==> src/rtl/floppy_voice_sched.sv <==
// Note-event scheduler: maps note-on/off events onto NUM_VOICES floppy tone channels.
// Optional feature macro VOICE_STEAL_EN: a note-on with all voices busy steals the oldest voice.
module floppy_voice_sched #(
  parameter int NUM_VOICES = 4,
  parameter int SP_W       = 22,
  parameter int DROP_W     = 8
) (
  input  logic                       clk,
  input  logic                       rst,
  input  logic                       ev_valid,
  output logic                       ev_ready,
  input  logic                       ev_on,
  input  logic [6:0]                 ev_note,
  input  logic [SP_W-1:0]            ev_period,
  output logic [NUM_VOICES-1:0]      voice_en,
  output logic [NUM_VOICES*SP_W-1:0] voice_sp,
  output logic [DROP_W-1:0]          drop_cnt
);
  localparam int AGE_W = $clog2(NUM_VOICES) + 1;

  // Handshake: an event transfers on any posedge where ev_valid && ev_ready;
  // ev_ready depends only on state, never on ev_valid.
  typedef enum logic {IDLE = 1'b0, DECIDE = 1'b1} state_t;
  state_t state, state_nxt;

  logic                  lat_on;
  logic [6:0]            lat_note;
  logic [SP_W-1:0]       lat_period;

  logic [NUM_VOICES-1:0] en_q, en_d;
  logic [6:0]            note_q [NUM_VOICES];
  logic [6:0]            note_d [NUM_VOICES];
  logic [SP_W-1:0]       sp_q   [NUM_VOICES];
  logic [SP_W-1:0]       sp_d   [NUM_VOICES];
  logic [AGE_W-1:0]      age_q  [NUM_VOICES];
  logic [AGE_W-1:0]      age_d  [NUM_VOICES];
  logic [DROP_W-1:0]     drop_q, drop_d;

  logic hit, free_any, place;
  int   hit_idx, free_idx, tgt;

  always_ff @(posedge clk) begin
    if (rst) state <= IDLE;
    else     state <= state_nxt;
  end

  always_comb begin
    state_nxt = state;
    case (state)
      IDLE:    if (ev_valid) state_nxt = DECIDE;
      DECIDE:  state_nxt = IDLE;
      default: state_nxt = IDLE;
    endcase
  end

  always_comb begin
    ev_ready = (state == IDLE);
  end

  always_ff @(posedge clk) begin
    if (rst) begin
      lat_on     <= 1'b0;
      lat_note   <= '0;
      lat_period <= '0;
    end else if (ev_valid && ev_ready) begin
      lat_on     <= ev_on;
      lat_note   <= ev_note;
      lat_period <= ev_period;
    end
  end

  // Descending scan so the lowest matching / free index wins.
  always_comb begin
    hit      = 1'b0;
    hit_idx  = 0;
    free_any = 1'b0;
    free_idx = 0;
    for (int i = NUM_VOICES - 1; i >= 0; i--) begin
      if (en_q[i] && note_q[i] == lat_note) begin
        hit     = 1'b1;
        hit_idx = i;
      end
      if (!en_q[i]) begin
        free_any = 1'b1;
        free_idx = i;
      end
    end
  end

`ifdef VOICE_STEAL_EN
  logic [AGE_W-1:0] old_age;
  int               old_idx;

  // Strict greater-than keeps the lowest index on an age tie.
  always_comb begin
    old_idx = 0;
    old_age = age_q[0];
    for (int i = 1; i < NUM_VOICES; i++) begin
      if (age_q[i] > old_age) begin
        old_age = age_q[i];
        old_idx = i;
      end
    end
  end
`endif

  always_comb begin
    en_d   = en_q;
    note_d = note_q;
    sp_d   = sp_q;
    age_d  = age_q;
    drop_d = drop_q;
    place  = 1'b0;
    tgt    = 0;
    if (state == DECIDE) begin
      if (lat_on) begin
        if (lat_period != '0) begin
          if (hit) begin
            place = 1'b1;
            tgt   = hit_idx;
          end else if (free_any) begin
            place = 1'b1;
            tgt   = free_idx;
          end else begin
`ifdef VOICE_STEAL_EN
            place = 1'b1;
            tgt   = old_idx;
`else
            drop_d = drop_q + 1'b1;
`endif
          end
        end
      end else if (hit) begin
        en_d[hit_idx] = 1'b0;
      end
      if (place) begin
        for (int i = 0; i < NUM_VOICES; i++) begin
          if (i == tgt) begin
            en_d[i]   = 1'b1;
            note_d[i] = lat_note;
            sp_d[i]   = lat_period;
            age_d[i]  = '0;
          end else if (en_q[i] && age_q[i] != '1) begin
            age_d[i] = age_q[i] + 1'b1;
          end
        end
      end
    end
  end

  always_ff @(posedge clk) begin
    if (rst) begin
      en_q   <= '0;
      drop_q <= '0;
      for (int i = 0; i < NUM_VOICES; i++) begin
        note_q[i] <= '0;
        sp_q[i]   <= '0;
        age_q[i]  <= '0;
      end
    end else begin
      en_q   <= en_d;
      note_q <= note_d;
      sp_q   <= sp_d;
      age_q  <= age_d;
      drop_q <= drop_d;
    end
  end

  always_comb begin
    voice_sp = '0;
    for (int i = 0; i < NUM_VOICES; i++) voice_sp[i*SP_W +: SP_W] = sp_q[i];
  end

  assign voice_en = en_q;
  assign drop_cnt = drop_q;
endmodule

==> config.mk <==
export PLATFORM = sky130hd
export DESIGN_NAME = floppy_voice_sched
export DESIGN_NICKNAME = d
export VERILOG_FILES = /design/src/rtl/floppy_voice_sched.sv
export SDC_FILE = /design/constraint.sdc
export NUM_CORES = 1
export LEC_CHECK = 0
export CAP_MARGIN = 30
export CORE_UTILIZATION = 30
export DETAILED_ROUTE_END_ITERATION = 10
export GPL_ROUTABILITY_DRIVEN = 0
export PLACE_DENSITY = 0.5
export SETUP_SLACK_MARGIN = 0.2
export SKIP_LAST_GASP = 1
export SLEW_MARGIN = 20
export SYNTH_ARGS = -nofsm -noshare
export SYNTH_HDL_FRONTEND = slang
export SYNTH_SLANG_ARGS = --single-unit
==> constraint.sdc <==
create_clock -name clk -period 3 [get_ports clk]
set_input_delay 0.6 -clock clk [delete_from_list [all_inputs] [get_ports clk]]
set_output_delay 0.6 -clock clk [all_outputs]
set_load 0.1 [all_outputs]
======== Word level (Yosys, flattened, before mapping) ========
Cells that the tools add are included.
cells by class
  reductions and logical operators ........ 13
  add/subtract/negate cells ............... 1
  bitwise operators ....................... 5
  muxes and demuxes ....................... 37
  equality and inequality tests ........... 7
  magnitude comparators ................... 2
operator list
  kind                                                                           number
  32-bit two-way mux                                                             11
  3-bit by 32-bit == test with 1-bit output, first input constant                2
  2-bit by 32-bit == test with 1-bit output, first input constant                1
  32-bit by 1-bit >= comparator with 1-bit output, second input constant         1
  32-bit zero test                                                               1
  32-bit by 4-bit less-than comparator with 1-bit output, second input constant  1
  7-bit == test                                                                  4
  22-bit nonzero test                                                            1
  1-bit two-way mux                                                              19
  4-bit two-way mux                                                              3
  3-bit AND reduction                                                            4
  8-bit by 1-bit adder with 8-bit output, second input constant                  1
  1-bit logical AND                                                              6
  5-bit AND reduction                                                            1
  4-bit bitwise AND                                                              1
  2-bit two-way mux                                                              2
  4-bit inverter                                                                 1
  1-bit inverter                                                                 3
  1-bit demux with 2-bit select                                                  1
  1-bit one-hot mux with 2 select lines                                          1
storage, ports and cells
  flip-flop bits (word level) ............. 159
  bits of input ports ..................... 33

======== Depth between registers and ports, before layout ========
Gate-level depths: netlist (run 1).
  depth after elaboration ................. 16
  depth in mapped cells ................... 9
  depth with buffers taken out ............ 6

======== Worst setup path after synthesis (run 1) ========
Ideal clock, no wire load.
  path type ............................... register to register
  from .................................... reg en_q[3], in the netlist voice_en[3]
  to ...................................... reg sp_q (netlist bit voice_sp[78])
  stages on the path, launching flop included .. 8
  setup time .............................. 122 ps
  path buffers ............................ 2
  data arrival time ....................... 2502 ps
  setup slack ............................. 376 ps
  path through ............................ dfxtp_1 -> nand4_1 -> o2bb2ai_1 -> a21boi_4 -> or4b_1 -> buf_6 -> buf_8 -> mux2i_1
between the ends
  longest elaborated chain between the ends .. 11
  elaborated cells between the ends (all ways) .. 29
  those cells by class .................... 1 x eq/ne; 26 x mux; 2 x reduce/logical
RTL lines
  element                                                  RTL line  source
  from (decl)                                              30        logic [NUM_VOICES-1:0] en_q, en_d;
  from (signal assigned)                                   161       en_q <= en_d;
  2-bit two-way mux (tied with other cells)                83        if (!en_q[i]) begin
  32-bit two-way mux (tied with other cells) (3 in a row)  83
  32-bit two-way mux (tied with other cells)               121       end else if (free_any) begin
  32-bit two-way mux                                       118       if (hit) begin
  32-bit two-way mux                                       117       if (lat_period != '0) begin
  32-bit two-way mux                                       116       if (lat_on) begin
  32-bit two-way mux                                       115       if (state == DECIDE) begin
  3-bit by 32-bit == test with 1-bit output                138       if (i == tgt) begin
  3-bit AND reduction (no source line) (*)                 --
  to (signal assigned)                                     163       sp_q <= sp_d;
  to (decl)                                                33        logic [SP_W-1:0] sp_q [NUM_VOICES];
Every way passes the cells marked *; elsewhere a longest branch is shown, timed or not. The select of a mux whose other input is x is not followed.
A chain may end at the register's enable or synchronous reset.

======== Worst setup path after layout (run 1) ========
  from .................................... reg lat_note[2]
  to ...................................... reg note_q[0] (netlist bit)
between the ends
  longest elaborated chain between the ends .. 12
  elaborated cells between the ends (all ways) .. 26
  those cells by class .................... 5 x eq/ne; 16 x mux; 5 x reduce/logical
RTL lines
  element                                                               RTL line  source
  from (decl)                                                           27        logic [6:0] lat_note;
  from (signal assigned)                                                67        lat_note <= ev_note;
  7-bit == test                                                         79        if (en_q[i] && note_q[i] == lat_note) begin
  1-bit logical AND                                                     79
  2-bit two-way mux or 1-bit two-way mux (tied branches)                79
  32-bit two-way mux or 1-bit two-way mux (tied branches) (3 in a row)  79
  32-bit two-way mux                                                    118
  32-bit two-way mux                                                    117
  32-bit two-way mux                                                    116
  32-bit two-way mux                                                    115
  3-bit by 32-bit == test with 1-bit output                             138
  3-bit AND reduction (no source line) (*)                              --
  to (signal assigned)                                                  162       note_q <= note_d;
  to (decl)                                                             31        logic [6:0] note_q [NUM_VOICES];
Marks and branches as above.

==> metrics, run 1 <==
status=complete, but fails checks; violated checks=design-rule violations; Worst Hold Class=reg -> reg; Hold Path Stages=2; I/O Buffers=133; max_cap viols=0; Mapped Nets=721; quantity of gates resized following cts=0; ys flop type=dfxtp_1; hold buffer count at cts=0; CTS HTree Levels=4; CP Capture Type=flop; Clock Sinks=159; setup TNS=0 ns; CTS Root Cell=clkbuf_16; Setup-failing EPs final=0; Fillers=2,202; Peak VDD IR=0.3795 mV; Routed Wire Length=17.89 mm; Final #Nets=838; Worst setup SP type=flop; total number of vias=5,136; synth top area cells=dfxtp_1, mux2i_1, nand2b_1; Syn Inst Count=687; Pleak=0.003932 uW; DR WL met2=8.083 mm; number of core rows=54; total inserted antenna cells=0; hold path endpoint=voice_sp[57]; unrepaired setup endpoints after global routing=no; antenna violations before repair=0; Power Dens Cells=544.4 mW/mm^2; Die Wd=152.6 microns; Post-CTS Setup Inserts=0; Avg Cell Area, Syn=9.904 sq um; Final ANT Viol Nets=0; most common cell after layout, fill and taps aside=dfxtp_1; largest net degree at the start of global routing=79; CTS buffer count=17; Highest Signal Layer=met4; EDFF count, synth=0; gr usage total=15.62%; Remaining DRCs=11; post-DR vias/cell=4.682; final hold violations=0; fin crit share=86.03%; Area after DPL=0.008095 sq mm; DIE HEIGHT=152.6 microns; final slew viol count=0; Synth Register Bits=159; gr ovfl total=0; R2R Setup Slk=0.42 ns; WS Path Type=reg -> reg; Core Region=0.02203 sq mm; Clk Latency, worst-skew pair=0.42 ns; R2R Path Start=lat_note[2]; share of synthesized flip-flops with an asynchronous set or reset=0%; FF-to-FF End=note_q[0]; commonest cells after routing, fill and taps aside=dfxtp_1, nand2b_1, mux2i_1; maximum clock rate=387.5 MHz; Yosys top cell area share=46.78%; Iter 0 DRT Violations=294; CP arrival=2.87 ns; Cell Area, Synth=0.006804 sq mm; Netlist cell types=44; met3 wire len=1.154 mm; clk_skew=0.009788 ns; crit-path max FO=16; First-pass DRT Iterations=8; Synthesis Warnings=0; die area=0.02329 sq mm; Final Total Pwr=4753 uW; Slew @ Worst Pin=0.4871 ns; HP Start=voice_sp[57]; sequential share of the synthesized area=46.78%; layout cells sized above 1=20.07%; first-pass GRT wire length=28.38 mm; Worst R2R Path Depth=7; Synth-to-Final Area Change=28.30%; Final Cell Area=0.008730 sq mm; Starting Density=30.89%; CTS Buffer Depth=2; CTS tree=yes; fin crit period=2.581 ns; I/O Pins=134; clock-pin transition on the worst setup and hold timing paths=0.06 ns; detailed-route wire length per cell=16.30 microns; Post-DP HPWL=12.39 mm; Util after Layout=39.63%; Data required, critical path=3.29 ns; met1 WL=8.445 mm; number of global-route vias before repair=5,102; relative slew slack=67.11%; dominant cell type by area after synthesis=dfxtp_1
flip-flops by register name (all words and copies together) (netlist names):
register / cells
drop_cnt: 8
lat_note: 7
lat_on: 1
lat_period: 22
note_q: 28
state: 1
voice_en: 4
voice_sp: 88
per-stage QoR:
stage	instances	setup slack, ns	hold slack (ns)
3_3_place_gp	1065	0.4767	0.4603
2_1_floorplan	687	0.3763	0.4494
5_1_grt	1097	0.2579	0.4866
4_1_cts	1097	0.4110	0.4725
3_5_place_dp	1065	0.4253	0.4623
6_report	1097	0.4191	0.4737
worst max-delay path by stage:
stage	startpoint	to	slack [ns]
after floorplan	voice_en[3]	voice_sp[78]	0.38
after global placement	lat_note[2]	voice_sp[71]	0.48
after detailed placement	lat_note[2]	note_q[4]	0.43
after CTS	lat_note[2]	note_q[0]	0.41
after global routing	lat_note[2]	voice_sp[28]	0.26
final	lat_note[2]	note_q[0]	0.42
per-layer routing:
metal | up-vias | GRT usage, %
met5 | - | 0
li1 | 2544 | -
met1 | 2420 | 20.10
met4 | 0 | 4.377
met2 | 154 | 24.92
met3 | 18 | 5.063
synth_stat cells, types with 5 or more instances:
library cell	n
a21oi_1	39
nor4_1	9
nand2b_1	146
o31ai_1	5
nand3_1	9
xor2_1	19
nor2_1	7
buf_2	13
nand2_1	68
xnor2_1	8
dfxtp_1	159
nand4_1	7
clkbuf_1	29
mux2i_1	116
critical path, stage by stage (launching register included):
cell	delay, ns
dfxtp_1	0.49
xor2_2	0.15
nor4_4	0.32
nand3_2	0.17
a21boi_4	0.20
or4b_2	0.69
buf_4	0.27
mux2i_1	0.16
cells by family after synthesis:
| kind of cell | synth area share, % |
|---|---|
| simple gates | 22.36 |
| flops | 46.78 |
| mux | 17.56 |
| compound gates | 5.039 |
| buf+inv | 4.358 |
| xor+xnor | 3.715 |
| fa+ha+maj | 0.1839 |
where the power goes:
| group | switching (uW) | leakage (uW) | total [uW] | internal [uW] |
|---|---|---|---|---|
| Sequential | 31.2 | 0.00129 | 2170 | 2140 |
| Clock | 895 | 0.000306 | 2300 | 1410 |
| Combinational | 153 | 0.00234 | 281 | 128 |
| Total | 1080 | 0.00393 | 4750 | 3670 |
final cells by class:
cell class                      count  area, sq um  area share (%)
Clock buffer                       21        480.5           5.504
Clock inverter                     11        153.9           1.763
Inverter                            4        15.01          0.1720
Multi-Input combinational cell    474         3333           38.18
Sequential cell                   159         3183           36.46
Tap cell                          280        350.3           4.013
Timing Repair Buffer              148         1214           13.90
(Power assumes the default switching activity.)
==> run 2: changes to the inputs <==
--- a/config.mk
+++ b/config.mk
@@ -5,11 +5,13 @@
 export SDC_FILE = /design/constraint.sdc
 export NUM_CORES = 1
 export LEC_CHECK = 0
+export ABC_AREA = 0
 export CAP_MARGIN = 30
 export CORE_UTILIZATION = 30
+export CTS_CLUSTER_SIZE = 28
 export DETAILED_ROUTE_END_ITERATION = 10
 export GPL_ROUTABILITY_DRIVEN = 0
-export PLACE_DENSITY = 0.5
+export PLACE_DENSITY = 0.6
 export SETUP_SLACK_MARGIN = 0.2
 export SKIP_LAST_GASP = 1
 export SLEW_MARGIN = 20
==> metrics, run 2 (same netlist as run 1, synthesis figures left out) <==
CP Capture Type=flop; Pleak=0.003904 uW; CTS HTree Levels=4; Worst Path Buf+Inv=1; detailed-route wire length per cell=16.01 microns; die area=0.02329 sq mm; violated checks=design-rule violations; Final #Nets=840; largest net degree at the start of global routing=63; Final ANT Viol Nets=0; commonest cells after routing, fill and taps aside=dfxtp_1, nand2b_1, mux2i_1, buf_4, nand2_1; number of core rows=54; CP cell instances=xor2_2, nor4_4, nand3_2, a21boi_4, or4b_2, buf_4, mux2i_1; CP arrival=2.87 ns; Flop pwr share=48.4%; max_cap viols=0; quantity of gates resized following cts=0; setup TNS=0 ns; Data required, critical path=3.29 ns; hold buffer count at cts=0; post-DR vias/cell=4.573; Power Dens Cells=516.2 mW/mm^2; CP top delay family=simple AND/OR/NAND/NOR gates; Routed Wire Length=17.60 mm; Fin Hold WS=0.4721 ns; layout cells sized above 1=20.02%; antenna violations before repair=0; Comb power frac=6.4%; clock-pin transition on the worst setup and hold timing paths=0.06 ns; I/O Pins=134; Worst setup SP type=flop; I/O Buffers=133; Worst Hold Class=reg -> reg; Post-CTS Setup Inserts=0; most common cell after layout, fill and taps aside=dfxtp_1; CTS buffer count=17; Peak VDD IR=0.3880 mV; Iter 0 DRT Violations=282; switch share=23.31%; gr usage total=15.45%; Final Cell Area=0.008678 sq mm; Die Wd=152.6 microns; number of global-route vias before repair=5,064; Slew @ Worst Pin=0.6075 ns; CP max stage cell=or4b_2; status=complete, but fails checks; CTS Root Cell=clkbuf_16; crit-path max FO=19; Post-DP HPWL=12.28 mm; Synth-to-Final Area Change=27.55%; maximum clock rate=388.0 MHz; Remaining DRCs=9; Setup-failing EPs final=0; CTS tree=yes; total number of vias=5,026; WS Path Type=reg -> reg; final hold violations=0; CTS Buffer Depth=2; fin crit share=85.90%; Switch Pwr=1044 uW; gr ovfl total=0; flip-flop count of the largest register after layout=88; slowest stage delay, CP=0.69 ns; total inserted antenna cells=0; DIE HEIGHT=152.6 microns; Clock Sinks=159; Starting Density=30.89%; First-pass DRT Iterations=10; Area after DPL=0.008123 sq mm; clk_skew=0.009589 ns; clock share of power=45.2%; internal power=3436 uW; fin crit period=2.577 ns; first-pass GRT wire length=28.08 mm; Clk Latency, worst-skew pair=0.42 ns; final slew viol count=0; Core Region=0.02203 sq mm; unrepaired setup endpoints after global routing=no; relative slew slack=59.50%
==> run 2: per-layer routing <==
metal,track usage [%],vias to the layer above,share of wire [%]
met2,23.59,116,43
met1,20.46,2359,49
met3,5.262,13,7.0
met5,0,-,0
li1,-,2538,-
met4,4.618,0,1.1
==> run 2: layout make-up <==
class / count / area, sq um
Clock buffer: 24 / 501.7
Timing Repair Buffer: 150 / 1241
Clock inverter: 8 / 53.80
Tap cell: 280 / 350.3
Sequential cell: 159 / 3183
Multi-Input combinational cell: 474 / 3333
Fill cell: 2186 / 13350
Inverter: 4 / 15.01
==> run 2: through the flow <==
stage | cells | setup slack (ns) | util [%] | power, uW
floorplan | 687 | 0.3763 | - | 2392
global placement | 1067 | 0.4553 | 36.88 | 2504
detailed placement | 1067 | 0.4273 | 36.88 | 2505
CTS | 1099 | 0.4210 | 39.40 | 4528
global route | 1099 | 0.2713 | 39.40 | 4652
finish | 1099 | 0.4230 | 39.40 | 4480
==> run 2: power groups by stage <==
stage	Sequential [uW]	Clock [uW]	Combinational [uW]
floorplan	2210	0	182
global placement	2210	0	289
detailed placement	2220	0	290
CTS	2170	2070	291
global route	2170	2170	312
finish	2170	2030	286
==> run 2: worst paths after layout <==
path | startpoint | endpoint | slack, ns | cells past startpoint
setup / recovery | lat_note[2] | note_q[6] | 0.42 | 7
hold / removal | lat_period[16] | lat_period[16] | 0.47 | 2
setup reg to reg | lat_note[2] | note_q[6] | 0.42 | 7
hold reg to reg | lat_period[16] | lat_period[16] | 0.47 | 2
==> run 2: worst min-delay path, cell delays in order, from the launching register on <==
cell     delay, ns
dfxtp_1       0.32
nand2_1       0.06
a21oi_1       0.05
